--- config.mk ---
export PLATFORM = sky130hd
export DESIGN_NAME = ila_dma_framer
export DESIGN_NICKNAME = d
export VERILOG_FILES = /design/src/rtl/ila_dma_framer.sv
export SDC_FILE = /design/constraint.sdc
export NUM_CORES = 1
export LEC_CHECK = 0
export BUFFER_PORTS_ARGS = -buffer_cell sky130_fd_sc_hd__buf_2
export CAP_MARGIN = 5
export CORE_MARGIN = 2
export CORE_UTILIZATION = 50
export CTS_CLUSTER_SIZE = 8
export DETAILED_ROUTE_END_ITERATION = 8
export MAX_ROUTING_LAYER = met4
export PLACE_DENSITY_LB_ADDON = 0.3
export SYNTH_ARGS = -nofsm -noshare
export SYNTH_HDL_FRONTEND = slang
export SYNTH_SLANG_ARGS = --single-unit
--- constraint.sdc ---
create_clock -name clk_i -period 5.5 [get_ports clk_i]
set_clock_uncertainty 0.05 [all_clocks]
set_input_delay 0 -clock clk_i [delete_from_list [all_inputs] [get_ports clk_i]]
set_output_delay 0 -clock clk_i [all_outputs]
set_load 0.03 [all_outputs]
--- src/rtl/ila_dma_framer.sv ---
// Frames ILA buffer readout words for DMA: a header word, then n payload words.
// Defining IOB_ILA_FRAMER_CSUM_EN appends an XOR checksum trailer word.
module ila_dma_framer #(
  parameter int unsigned DATA_W = 32,
  parameter int unsigned LEN_W  = 16
) (
  input  logic              clk_i,
  input  logic              rst_i,
  input  logic              cke_i,
  input  logic              start_i,
  input  logic              abort_i,
  input  logic [LEN_W-1:0]  n_words_i,
  input  logic [DATA_W-1:0] s_tdata_i,
  input  logic              s_tvalid_i,
  output logic              s_tready_o,
  output logic [DATA_W-1:0] m_tdata_o,
  output logic              m_tvalid_o,
  output logic              m_tlast_o,
  input  logic              m_tready_i,
  output logic              busy_o,
  output logic              done_o
);

  typedef enum logic [1:0] {
    S_IDLE,
    S_HEADER,
`ifdef IOB_ILA_FRAMER_CSUM_EN
    S_PAYLOAD,
    S_TRAILER
`else
    S_PAYLOAD
`endif
  } state_t;

  state_t              state_q, state_d;
  logic [LEN_W-1:0]    n_words_q, n_words_d;
  logic [LEN_W-1:0]    cnt_q, cnt_d;
  logic [DATA_W-1:0]   tdata_q, tdata_d;
  logic                tvalid_q, tvalid_d;
  logic                tlast_q, tlast_d;
  logic                done_q, done_d;
  logic [DATA_W-1:0]   hdr;
  logic                s_ready, in_acc, out_acc;
`ifdef IOB_ILA_FRAMER_CSUM_EN
  logic [DATA_W-1:0]   csum_q, csum_d;
`endif

  // Single output register stage; a new input word may enter as the held one drains.
  assign out_acc = tvalid_q & m_tready_i;
  assign s_ready = cke_i && (state_q == S_PAYLOAD) && (cnt_q != n_words_q) &&
                   (!tvalid_q || m_tready_i);
  assign in_acc  = s_ready & s_tvalid_i;

  always_comb begin
    state_d   = state_q;
    n_words_d = n_words_q;
    cnt_d     = cnt_q;
    tdata_d   = tdata_q;
    tvalid_d  = tvalid_q;
    tlast_d   = tlast_q;
    done_d    = 1'b0;
`ifdef IOB_ILA_FRAMER_CSUM_EN
    csum_d    = csum_q;
`endif
    hdr                   = '0;
    hdr[DATA_W-1 -: 8]    = 8'hA5;
    hdr[LEN_W-1:0]        = n_words_i;

    if (abort_i) begin
      state_d  = S_IDLE;
      tvalid_d = 1'b0;
      tlast_d  = 1'b0;
    end else begin
      case (state_q)
        S_IDLE: begin
          if (start_i) begin
            n_words_d = n_words_i;
            cnt_d     = '0;
            tdata_d   = hdr;
            tvalid_d  = 1'b1;
`ifdef IOB_ILA_FRAMER_CSUM_EN
            tlast_d   = 1'b0;
            csum_d    = '0;
`else
            tlast_d   = (n_words_i == '0);
`endif
            state_d   = S_HEADER;
          end
        end
        S_HEADER: begin
          if (out_acc) begin
            if (n_words_q != '0) begin
              state_d  = S_PAYLOAD;
              tvalid_d = 1'b0;
            end else begin
`ifdef IOB_ILA_FRAMER_CSUM_EN
              state_d  = S_TRAILER;
              tdata_d  = '0;
              tlast_d  = 1'b1;
`else
              state_d  = S_IDLE;
              tvalid_d = 1'b0;
              tlast_d  = 1'b0;
              done_d   = 1'b1;
`endif
            end
          end
        end
        S_PAYLOAD: begin
          if (in_acc) begin
            tdata_d  = s_tdata_i;
            tvalid_d = 1'b1;
            cnt_d    = cnt_q + 1'b1;
`ifdef IOB_ILA_FRAMER_CSUM_EN
            csum_d   = csum_q ^ s_tdata_i;
            tlast_d  = 1'b0;
`else
            tlast_d  = (cnt_q == n_words_q - 1'b1);
`endif
          end else if (out_acc) begin
            tvalid_d = 1'b0;
`ifndef IOB_ILA_FRAMER_CSUM_EN
            if (tlast_q) begin
              state_d = S_IDLE;
              tlast_d = 1'b0;
              done_d  = 1'b1;
            end
`endif
          end
`ifdef IOB_ILA_FRAMER_CSUM_EN
          // Trailer is loaded as soon as the output slot frees after the last payload word.
          if (!in_acc && (cnt_q == n_words_q) && (!tvalid_q || out_acc)) begin
            state_d  = S_TRAILER;
            tdata_d  = csum_q;
            tvalid_d = 1'b1;
            tlast_d  = 1'b1;
          end
`endif
        end
`ifdef IOB_ILA_FRAMER_CSUM_EN
        S_TRAILER: begin
          if (out_acc) begin
            state_d  = S_IDLE;
            tvalid_d = 1'b0;
            tlast_d  = 1'b0;
            done_d   = 1'b1;
          end
        end
`endif
        default: state_d = S_IDLE;
      endcase
    end
  end

  always_ff @(posedge clk_i) begin
    if (rst_i) begin
      state_q   <= S_IDLE;
      n_words_q <= '0;
      cnt_q     <= '0;
      tdata_q   <= '0;
      tvalid_q  <= 1'b0;
      tlast_q   <= 1'b0;
      done_q    <= 1'b0;
`ifdef IOB_ILA_FRAMER_CSUM_EN
      csum_q    <= '0;
`endif
    end else if (cke_i) begin
      state_q   <= state_d;
      n_words_q <= n_words_d;
      cnt_q     <= cnt_d;
      tdata_q   <= tdata_d;
      tvalid_q  <= tvalid_d;
      tlast_q   <= tlast_d;
      done_q    <= done_d;
`ifdef IOB_ILA_FRAMER_CSUM_EN
      csum_q    <= csum_d;
`endif
    end
  end

  assign s_tready_o = s_ready;
  assign m_tdata_o  = tdata_q;
  assign m_tvalid_o = tvalid_q;
  assign m_tlast_o  = tlast_q;
  assign busy_o     = (state_q != S_IDLE);
  assign done_o     = done_q;

endmodule
Word level (Yosys, flattened, before mapping). Index checks and enable logic that the tools add are counted.

Register bits: 69. Input bits: 55. Output and inout port bits: 37. Word-level logic and storage cells: 74.

$add $sub $neg: 2. Equal/unequal tests: 13. Muxes and demuxes: 33. Bitwise gates (word level): 3. Reduce and logical (&&, ||, !) cells: 16.

Operators with widths (number): 2-to-1 mux 32 bit (2); one-hot mux 32 bit (2 select lines) (1); 2-to-1 mux 16 bit (2); one-hot mux 16 bit (2 select lines) (1); inequality test 3 bit (second input constant) (6); adder 16 x 1 -> 16 bit (second input constant) (1); == test 16 bit (1); zero test 16 bit (1); 2-to-1 mux 1 bit (16); inequality test 16 bit (1); nonzero test 16 bit (1); subtractor 16 x 1 -> 16 bit (second input constant) (1); 2-to-1 mux 2 bit (7); AND reduction 6 bit (2); one-hot mux 1 bit (3 select lines) (2); one-hot mux 2 bit (3 select lines) (1); AND reduction 5 bit (1); inequality test 2 bit (second input constant) (2); inequality test 4 bit (second input constant) (1); AND reduction 4 bit (1); nonzero test 2 bit (2); nonzero test 4 bit (1); logical AND 1 bit (3); AND reduction 3 bit (1); other kinds (8) (9).

Longest topological paths before layout. Gate-level depths: netlist (run 1).

Word-level depth: 8. Mapped depth: 11. Depth with buffers taken out: 9.

Worst setup path after synthesis (run 1). No wires, ideal clock.

Kind: reg2reg. Start point: reg state_q[0]. End point: reg cnt_q[14]. Setup time: 116 ps. Arrival time: 2155 ps. Data required time: 5334 ps. Path slack: 3178 ps. Stages on the path, launching flop included: 11. Path buffers: 2. Clock period less this slack: 2322 ps. Cells stage by stage: dfxtp_1 -> inv_1 -> ha_1 -> clkbuf_1 -> nand3_1 -> nor2_1 -> o31ai_4 -> buf_6 -> a2111oi_0 -> a21oi_1 -> a31o_2.

Longest elaborated chain between the ends: 7. Elaborated cells between the ends (all ways): 11. Classes of those cells: eq/ne: 3; mux: 1; bitwise: 1; reduce/logical: 6.

Ends and longest elaborated chain: start, declared (line 35) `state_t state_q, state_d;`; start signal, assigned (line 168) `state_q <= state_d;`; == test 2 bit (line 50, 74); logical AND 1 bit (3 in series) (line 50) `assign s_ready = cke_i && (state_q == S_PAYLOAD) && (cnt_q != n_words_q) &&`; bitwise AND 1 bit (line 52) `assign in_acc = s_ready & s_tvalid_i;`; inequality test 2 bit (no line); AND reduction 5 bit (no line); end signal, assigned (line 170) `cnt_q <= cnt_d;`; end, declared (line 37) `logic [LEN_W-1:0] cnt_q, cnt_d;`.

Parallel ways exist; a longest one is shown, timed or not. A chain may end at the register's enable or synchronous reset.

Final worst setup path (run 1).
Start point: reg state_q[0]. End point: reg cnt_q[7].

The elaborated chain is that of the path after synthesis.

==> results of run 1 <==
[cells in the mapped netlist (3+ instances only)]
cell type and number:
xnor2_1 31, ha_1 6, o221a_2 12, mux2i_1 20, a211oi_1 21, xor2_1 3, nor2_1 49, a2111oi_0 7
nand4_1 8, and3_1 6, nor2b_1 3, nor4_1 7, inv_1 12, o32ai_1 3, and2_1 4, clkbuf_1 27
nand2_1 48, dfxtp_1 69, a311oi_1 3, buf_2 3, nor3_1 16, a31oi_1 3, nand2b_1 7, a21oi_1 26
nand3_1 13
[cell type report]
cell class | instances | area (sq um) | share of cell area (%)
Clock inverter | 7 | 123 | 2.47
Tap cell | 99 | 124 | 2.49
Clock buffer | 9 | 124 | 2.49
Sequential cell | 69 | 1380 | 27.8
Multi-Input combinational cell | 334 | 2200 | 44.3
Inverter | 12 | 45.0 | 0.906
Timing Repair Buffer | 143 | 971 | 19.5
[per-stage QoR]
step                hold slack (ns)  utilization [%]  instance area [sq um]  worst slack, ns  power, mW
floorplan                    0.0669                -                   3770             3.18      0.681
global placement              0.190             57.9                   4220             2.32      0.738
detailed placement            0.208             57.9                   4220             2.27      0.742
CTS                          0.0957             68.2                   4970             2.21       1.28
global route                  0.141             68.2                   4970             1.94       1.32
finish                        0.131             68.2                   4970             2.15       1.28
[cells in the final DEF, fill, tap and decap left out, types with 3 or more instances in the layout]
cell           Yosys  routed
mux2i_1           20      20
nor4_1             7       7
nor2_1            49      49
a2111oi_0          7       7
a311oi_1           3       3
xnor2_1           31      31
ha_1               6       6
inv_1             12      12
xor2_1             3       3
nand2_1           48      48
dfxtp_1           69      69
o221a_2           12      12
nor3_1            16      16
nand2b_1           7       7
and2_1             4       4
bufinv_16          0       3
dlygate4sd3_1      0      50
a211oi_1          21      21
buf_2              3      91
nor2b_1            3       3
a31oi_1            3       3
nand3_1           13      13
o32ai_1            3       3
a21oi_1           26      25
clkbuf_8           0       9
nand4_1            8       8
and3_1             6       6
[power by group through the flow]
stage | Combinational (mW) | Clock [mW] | Sequential (mW)
2_1_floorplan | 0.111 | 0 | 0.570
3_3_place_gp | 0.193 | 0 | 0.545
3_5_place_dp | 0.197 | 0 | 0.546
4_1_cts | 0.224 | 0.517 | 0.534
5_1_grt | 0.249 | 0.537 | 0.537
6_report | 0.230 | 0.512 | 0.535
[kinds of logic (layout without fill, tap and decap cells)]
| logic type | after synthesis | in the layout | synth area share [%] |
|---|---|---|---|
| muxes | 21 | 21 | 5.61 |
| buffers and inverters | 46 | 171 | 5.27 |
| xor gates and xnor gates | 35 | 35 | 8.33 |
| and+or+nand+nor | 177 | 177 | 23.1 |
| AOI/OAI and AO/OA | 95 | 95 | 19.1 |
| adders and majority gates | 6 | 6 | 1.99 |
| DFF | 69 | 69 | 36.6 |
[worst max-delay path by stage]
| stage | startpoint | endpoint | depth (start not counted) |
|---|---|---|---|
| after floorplan | state_q[0]$_SDFFE_PP0P_ | cnt_q[14]$_SDFFE_PP0P_ | 10 |
| after global placement | state_q[0]$_SDFFE_PP0P_ | cnt_q[7]$_SDFFE_PP0P_ | 9 |
| after detailed placement | state_q[0]$_SDFFE_PP0P_ | cnt_q[7]$_SDFFE_PP0P_ | 9 |
| after CTS | state_q[0]$_SDFFE_PP0P_ | cnt_q[7]$_SDFFE_PP0P_ | 9 |
| after global routing | state_q[0]$_SDFFE_PP0P_ | cnt_q[7]$_SDFFE_PP0P_ | 9 |
| final | state_q[0]$_SDFFE_PP0P_ | cnt_q[7]$_SDFFE_PP0P_ | 9 |
[flip-flops by register name, indices dropped and copies added (netlist names)]
register and flops:
m_tdata_o 32, m_tlast_o 1, n_words_q 16, m_tvalid_o 1
cnt_q 16, state_q 2, done_o 1
[routing by layer]
metal,vias to the layer above,share of wire [%],GRT usage [%]
li1,1867,-,-
met4,0,2.3,11.7
met3,32,5.5,5.43
met2,158,47,44.3
met5,-,0,-
met1,1816,45,35.5
[tightest hold or removal path, delay by kind of cell]
kind / cells / cell delay [ns]
compound gates: 1 / 0.07
simple gates: 2 / 0.29
buf+inv: 1 / 0.11
[repair_timing]
action / CTS / global route
hold buffers: 50 / 0
hold endpoints to repair: 50 / 0
setup endpoints to repair: 0 / 0
==> results by group, run 1 <==
Clock network
  – TritonCTS Sinks: 69
  – Clock Latency Late Sink: 0.35 ns
  – Reg clk slew, reported paths: 0.08 ns
  – CTS tree: done
  – Clock Root Buffer: clkbuf_8
  – H-tree Lvls: 3
  – Clock buffer depth: 2
  – Post-CTS setup buffers: 0
  – CTS-repair resized insts: 0
  – Cts bufs inserted: 9

Synthesis
  – Syn Area/Cell: 8.40 sq um
  – Synthesized cell area: 3770 sq um
  – Area leader, netlist: dfxtp_1
  – Unique masters post-synth: 59
  – Synth Instances: 449
  – Asr flop ratio synth: 0%
  – Ranking of synthesized cells by area: dfxtp_1 37%, xnor2_1 7.2%, mux2i_1 5.3%
  – Number of enable flip-flop cells after synthesis: 0
  – Yosys warns: 0
  – Register area share after synthesis: 36.6%
  – Synth Register Bits: 69
  – Share of the synthesized area in the top cell type: a little over a third
  – Top FF cell, synth: dfxtp_1
  – Mapped Nets: between 500 and 600

STA
  – Final worst path period need: 3.35 ns
  – Final period util: 60.8%
  – Worst-margin pin slew: 1.25 ns
  – Hold Fails Final Rpt: 0
  – Setup TNS: 0 ns
  – Max Clk Rate: 299 MHz
  – Setup Viol. Count Final: 0
  – RSZ-0062 raised after global routing: no
  – Slew Limit Fails: 0
  – Max-Slew Margin vs Limit: 16.2%

Route
  – First-pass iteration count of the detailed router: 5
  – DR vias: 3,873
  – Wire per inst: between 15 and 20 um
  – Routed vias/inst: 5.75
  – DRT iter0 DRCs: 254
  – Residual DRC count: 0
  – ANT nets after route: 0
  – WL final: between 10,000 and 15,000 um

Worst setup path
  – Critical path's top delay family: compound AO/OA/AOI/OAI gates
  – Arr. time, crit path: 3.55 ns
  – WP buf/inv: 2
  – CP Cell Sequence: inv_1, ha_1, buf_4, nand3_1, nor2_1, o31ai_4, a21oi_4, a21oi_1, a311oi_1
  – RR Endpoint: cnt_q[7]$_SDFFE_PP0P_
  – Worst Path Max Fanout: 50
  – FF-to-FF setup slack: 2.15 ns
  – Startpoint Class: register
  – Worst Path Class, Setup: reg2reg
  – Worst r2r src: state_q[0]$_SDFFE_PP0P_
  – CP max-delay cell: a21oi_4
  – Worst Path Required: 5.71 ns
  – CP max stage delay: 1.02 ns
  – CP endpoint kind: register
  – Worst reg-to-reg path cell count: 9

Min path
  – Worst hold path class: in2reg
  – Hold endpoint: done_o$_SDFFE_PP0P_
  – WHS Path Cells: 4
  – Worst hold path startpoint: m_tready_i

Floorplanning
  – # IOs: 92
  – DIE HEIGHT: 90.9 um
  – Die width: 90.9 um
  – DIE AREA: 8260 sq um
  – Area of the core: 7290 sq um
  – Starting density of the core: between 50 and 60%
  – # rows: 31

Layout
  – Synth-to-Final Area Change: 31.8%
  – Final net count: between 600 and 700
  – Share of cells above drive strength 1: between 20% and 30%
  – Antenna diode count: 0
  – Fill cells: 600
  – Post-route insts no fill: 673

Run status
  – Status: finished, final reports clean

Place
  – GP Congestion: 0.968
  – Placed Instances: 607
  – HPWL Detailed: between 7000 and 8000 um
  – IO Port Bufs: 91

Global route
  – Total congestion overflow: 0
  – First-pass GRT wire length: between 15,000 and 20,000 um
  – Vias in the first global route: 3,672
  – Initial antenna violation count: 0
  – Largest net degree at the start of global routing: 51
  – GRT Total Usage: between 20% and 30%

Power and ir drop
  – Switching Fraction: 27.6%
  – Clock network power share: 40.1%
  – Leak: 1.94 nW
  – Net Sw Power: 0.353 mW
  – Comb pwr share: around 18%
  – Int Pwr: 0.924 mW
  – Power Density: 257 nW/um^2
  – Reg power frac: 41.9%
  – Peak VDD IR: around 0.00018 V

Run
  – Max Cap Viol: 0
Power figures use the tool's default switching activity.
==> run 2: changes to the inputs <==
- ABC_AREA: unset -> 1
- CORE_UTILIZATION: 50 -> 49
- clock period: 5.5 -> 2.85 ns (I/O delays scaled with it)
==> run 2 against run 1 <==
Compared with the run above:
- sequential cell count is the same
- setup slack lost 1.5 ns
- clock power grew 69%
- hold slack lost 0.013 ns
- first-iteration DRC count grew 48%
- non-clock buffer count grew 6
- total power grew 110%
- clock-buffer cell count grew 1
- synthesized cell count grew 40%
- wire length grew 13%
- combinational power grew to 3.5 times the previous value
- critical endpoint is now cnt_q[12]$_SDFFE_PP0P_
==> results by group, run 2 <==
Run status
  – Status: finished, final reports clean

Floorplanning
  – Die width: 93.9 um
  – Starting density of the core: 51.0%
  – Area of the core: 7770 sq um
  – # IOs: 92
  – DIE AREA: roughly 8800 sq um
  – # rows: 32
  – DIE HEIGHT: 93.9 um

Power and ir drop
  – Total design power: 2.74 mW
  – Power Density: 526 nW/um^2
  – Peak VDD IR: around 0.00035 V
  – Leak: 2.52 nW

Clock network
  – H-tree Lvls: 3
  – Clock Latency Late Sink: ~0.34 ns
  – Clock Root Buffer: clkbuf_8
  – CTS-repair resized insts: 0
  – Reg clk slew, reported paths: 0.07 ns
  – Post-CTS setup buffers: 0
  – Clock buffer depth: 2
  – TritonCTS Sinks: 69
  – CTS tree: done
  – Cts bufs inserted: 9

Synthesis
  – Asr flop ratio synth: 0%
  – Synthesized cell area: 3960 sq um
  – Syn Area/Cell: 6.32 sq um
  – Ranking of synthesized cells by area: dfxtp_1 35%, nand2_1 17%, nor2_1 9.8%
  – Register area share after synthesis: 34.9%
  – Share of the synthesized area in the top cell type: a little over a third
  – Post-synth top cells: 181 x nand2_1, 103 x nor2_1, 69 x dfxtp_1, 49 x inv_1, 46 x o21ai_0
  – Area leader, netlist: dfxtp_1
  – Synth Register Bits: slightly below 70
  – Mapped Nets: 688
  – Yosys warns: 0
  – Unique masters post-synth: 31
  – Synth Instances: between 600 and 700
  – Count leader, synth: nand2_1
  – Number of enable flip-flop cells after synthesis: 0
  – Top FF cell, synth: dfxtp_1

Place
  – IO Port Bufs: 91
  – Place WS: 0.707 ns
  – HPWL Detailed: 8370 um
  – GP Congestion: just under 1

Route
  – Wire per inst: 14.6 um
  – Met1 WL: 5390 um
  – DR vias: roughly 4,700
  – Residual DRC count: 0
  – DRT iter0 DRCs: 375
  – Top routing layer in use: met4
  – Met3 WL: 841 um
  – Met2 Wirelength: 5990 um
  – WL final: 12,700 um
  – ANT nets after route: 0
  – First-pass iteration count of the detailed router: 5
  – Routed vias/inst: between 5 and 6

Layout
  – Fill cells: 649
  – Antenna diode count: 0
  – Max reg flops: 32
  – Core Util, Final: 67.0%
  – Synth-to-Final Area Change: 31.4%
  – Commonest cells after routing, fill and taps aside: 181 x nand2_1, 103 x nor2_1, 91 x buf_2
  – Share of cells above drive strength 1: 19.2%
  – Final net count: just over 800
  – Commonest non-fill, non-tap cell in the layout: nand2_1

Worst setup path
  – Worst Path Max Fanout: 28
  – CP max stage delay: 0.35 ns
  – WP buf/inv: 4
  – Startpoint Class: register
  – CP endpoint kind: register
  – Worst r2r src: state_q[0]$_SDFFE_PP0P_
  – Worst Path Required: slightly above 3 ns
  – CP Cell Sequence: inv_1, ha_1, inv_2, nor3_2, nand4_2, nand2_2, buf_4, nand2_2, o21bai_1, inv_1, nor2_1
  – Worst Path Class, Setup: reg2reg
  – Critical path's top delay family: simple AND/OR/NAND/NOR gates
  – Arr. time, crit path: 2.44 ns
  – CP max-delay cell: nor3_2
  – CP Launch Point: state_q[0]$_SDFFE_PP0P_

STA
  – Hold Fails Final Rpt: 0
  – Max Clk Rate: between 400 and 500 MHz
  – Setup Viol. Count Final: 0
  – Max-Slew Margin vs Limit: between 60% and 70%
  – WHS: around 0.12 ns
  – Slack of the critical path: 0.641 ns
  – RSZ-0062 raised after global routing: no
  – Setup TNS: 0 ns
  – Final period util: between 70 and 80%
  – Final worst path period need: 2.21 ns
  – Worst-margin pin slew: 0.586 ns
  – Slew Limit Fails: 0

Global route
  – GRT Total Usage: roughly 31%
  – First-pass GRT wire length: ~21,000 um
  – Vias in the first global route: 4,454
  – Largest net degree at the start of global routing: 41
  – Initial antenna violation count: 0
  – Total congestion overflow: 0

Min path
  – Worst hold path class: in2reg
  – Worst hold path startpoint: m_tready_i

Run
  – Max Cap Viol: 0
## run 2: cell families after synthesis
family / count (synthesis) / share of synthesized area, %
xor gates and xnor gates: 4 / 0.885
buffers and inverters: 89 / 9.45
AOI/OAI and AO/OA: 104 / 15.2
adders and majority gates: 6 / 1.90
and+or+nand+nor: 355 / 37.7
DFF: 69 / 34.9
## run 2: repair_timing
action	in CTS	in global routing
setup endpoints to repair	0	0
hold buffers	52	0
hold endpoints to repair	53	0
## run 2: metal layers
layer / vias to the layer above / track usage (%)
li1: 2281 / -
met1: 2086 / 36.8
met2: 247 / 51.1
met3: 60 / 4.90
met4: 0 / 12.3
met5: - / -
## run 2: area by class of cell
type,count,area (sq um),share of cell area [%]
Inverter,68,255,4.90
Sequential cell,69,1380,26.5
Multi-Input combinational cell,469,2200,42.4
Tap cell,102,128,2.45
Clock buffer,10,128,2.45
Clock inverter,6,87.6,1.68
Timing Repair Buffer,149,1020,19.6
## run 2: worst register-to-register path: stages (launching register included)
cell      delay [ns]
dfxtp_1         0.32
inv_1           0.10
ha_1            0.23
inv_2           0.17
nor3_2          0.35
nand4_2         0.16
nand2_2         0.10
buf_4           0.30
nand2_2         0.12
o21bai_1        0.13
inv_1           0.05
nor2_1          0.07
## run 2: final timing paths
path	endpoint	slack, ns	cells after the start
setup reg to reg	cnt_q[12]$_SDFFE_PP0P_	0.64	11
hold / removal	m_tvalid_o$_SDFFE_PP0P_	0.12	6
hold reg to reg	m_tdata_o[28]$_SDFFE_PP0P_	0.43	2
setup / recovery	cnt_q[12]$_SDFFE_PP0P_	0.64	11
## run 2: per-stage QoR
step / cells / area (sq um)
floorplan: 627 / 3960
CTS: 873 / 5200
finish: 873 / 5200
global placement: 805 / 4470
global route: 873 / 5200
detailed placement: 805 / 4470
## run 2: power breakdown
part           total, mW  internal, mW  switching [mW]
clock network      0.867         0.493           0.374
registers           1.08          1.03          0.0480
logic              0.796         0.281           0.514
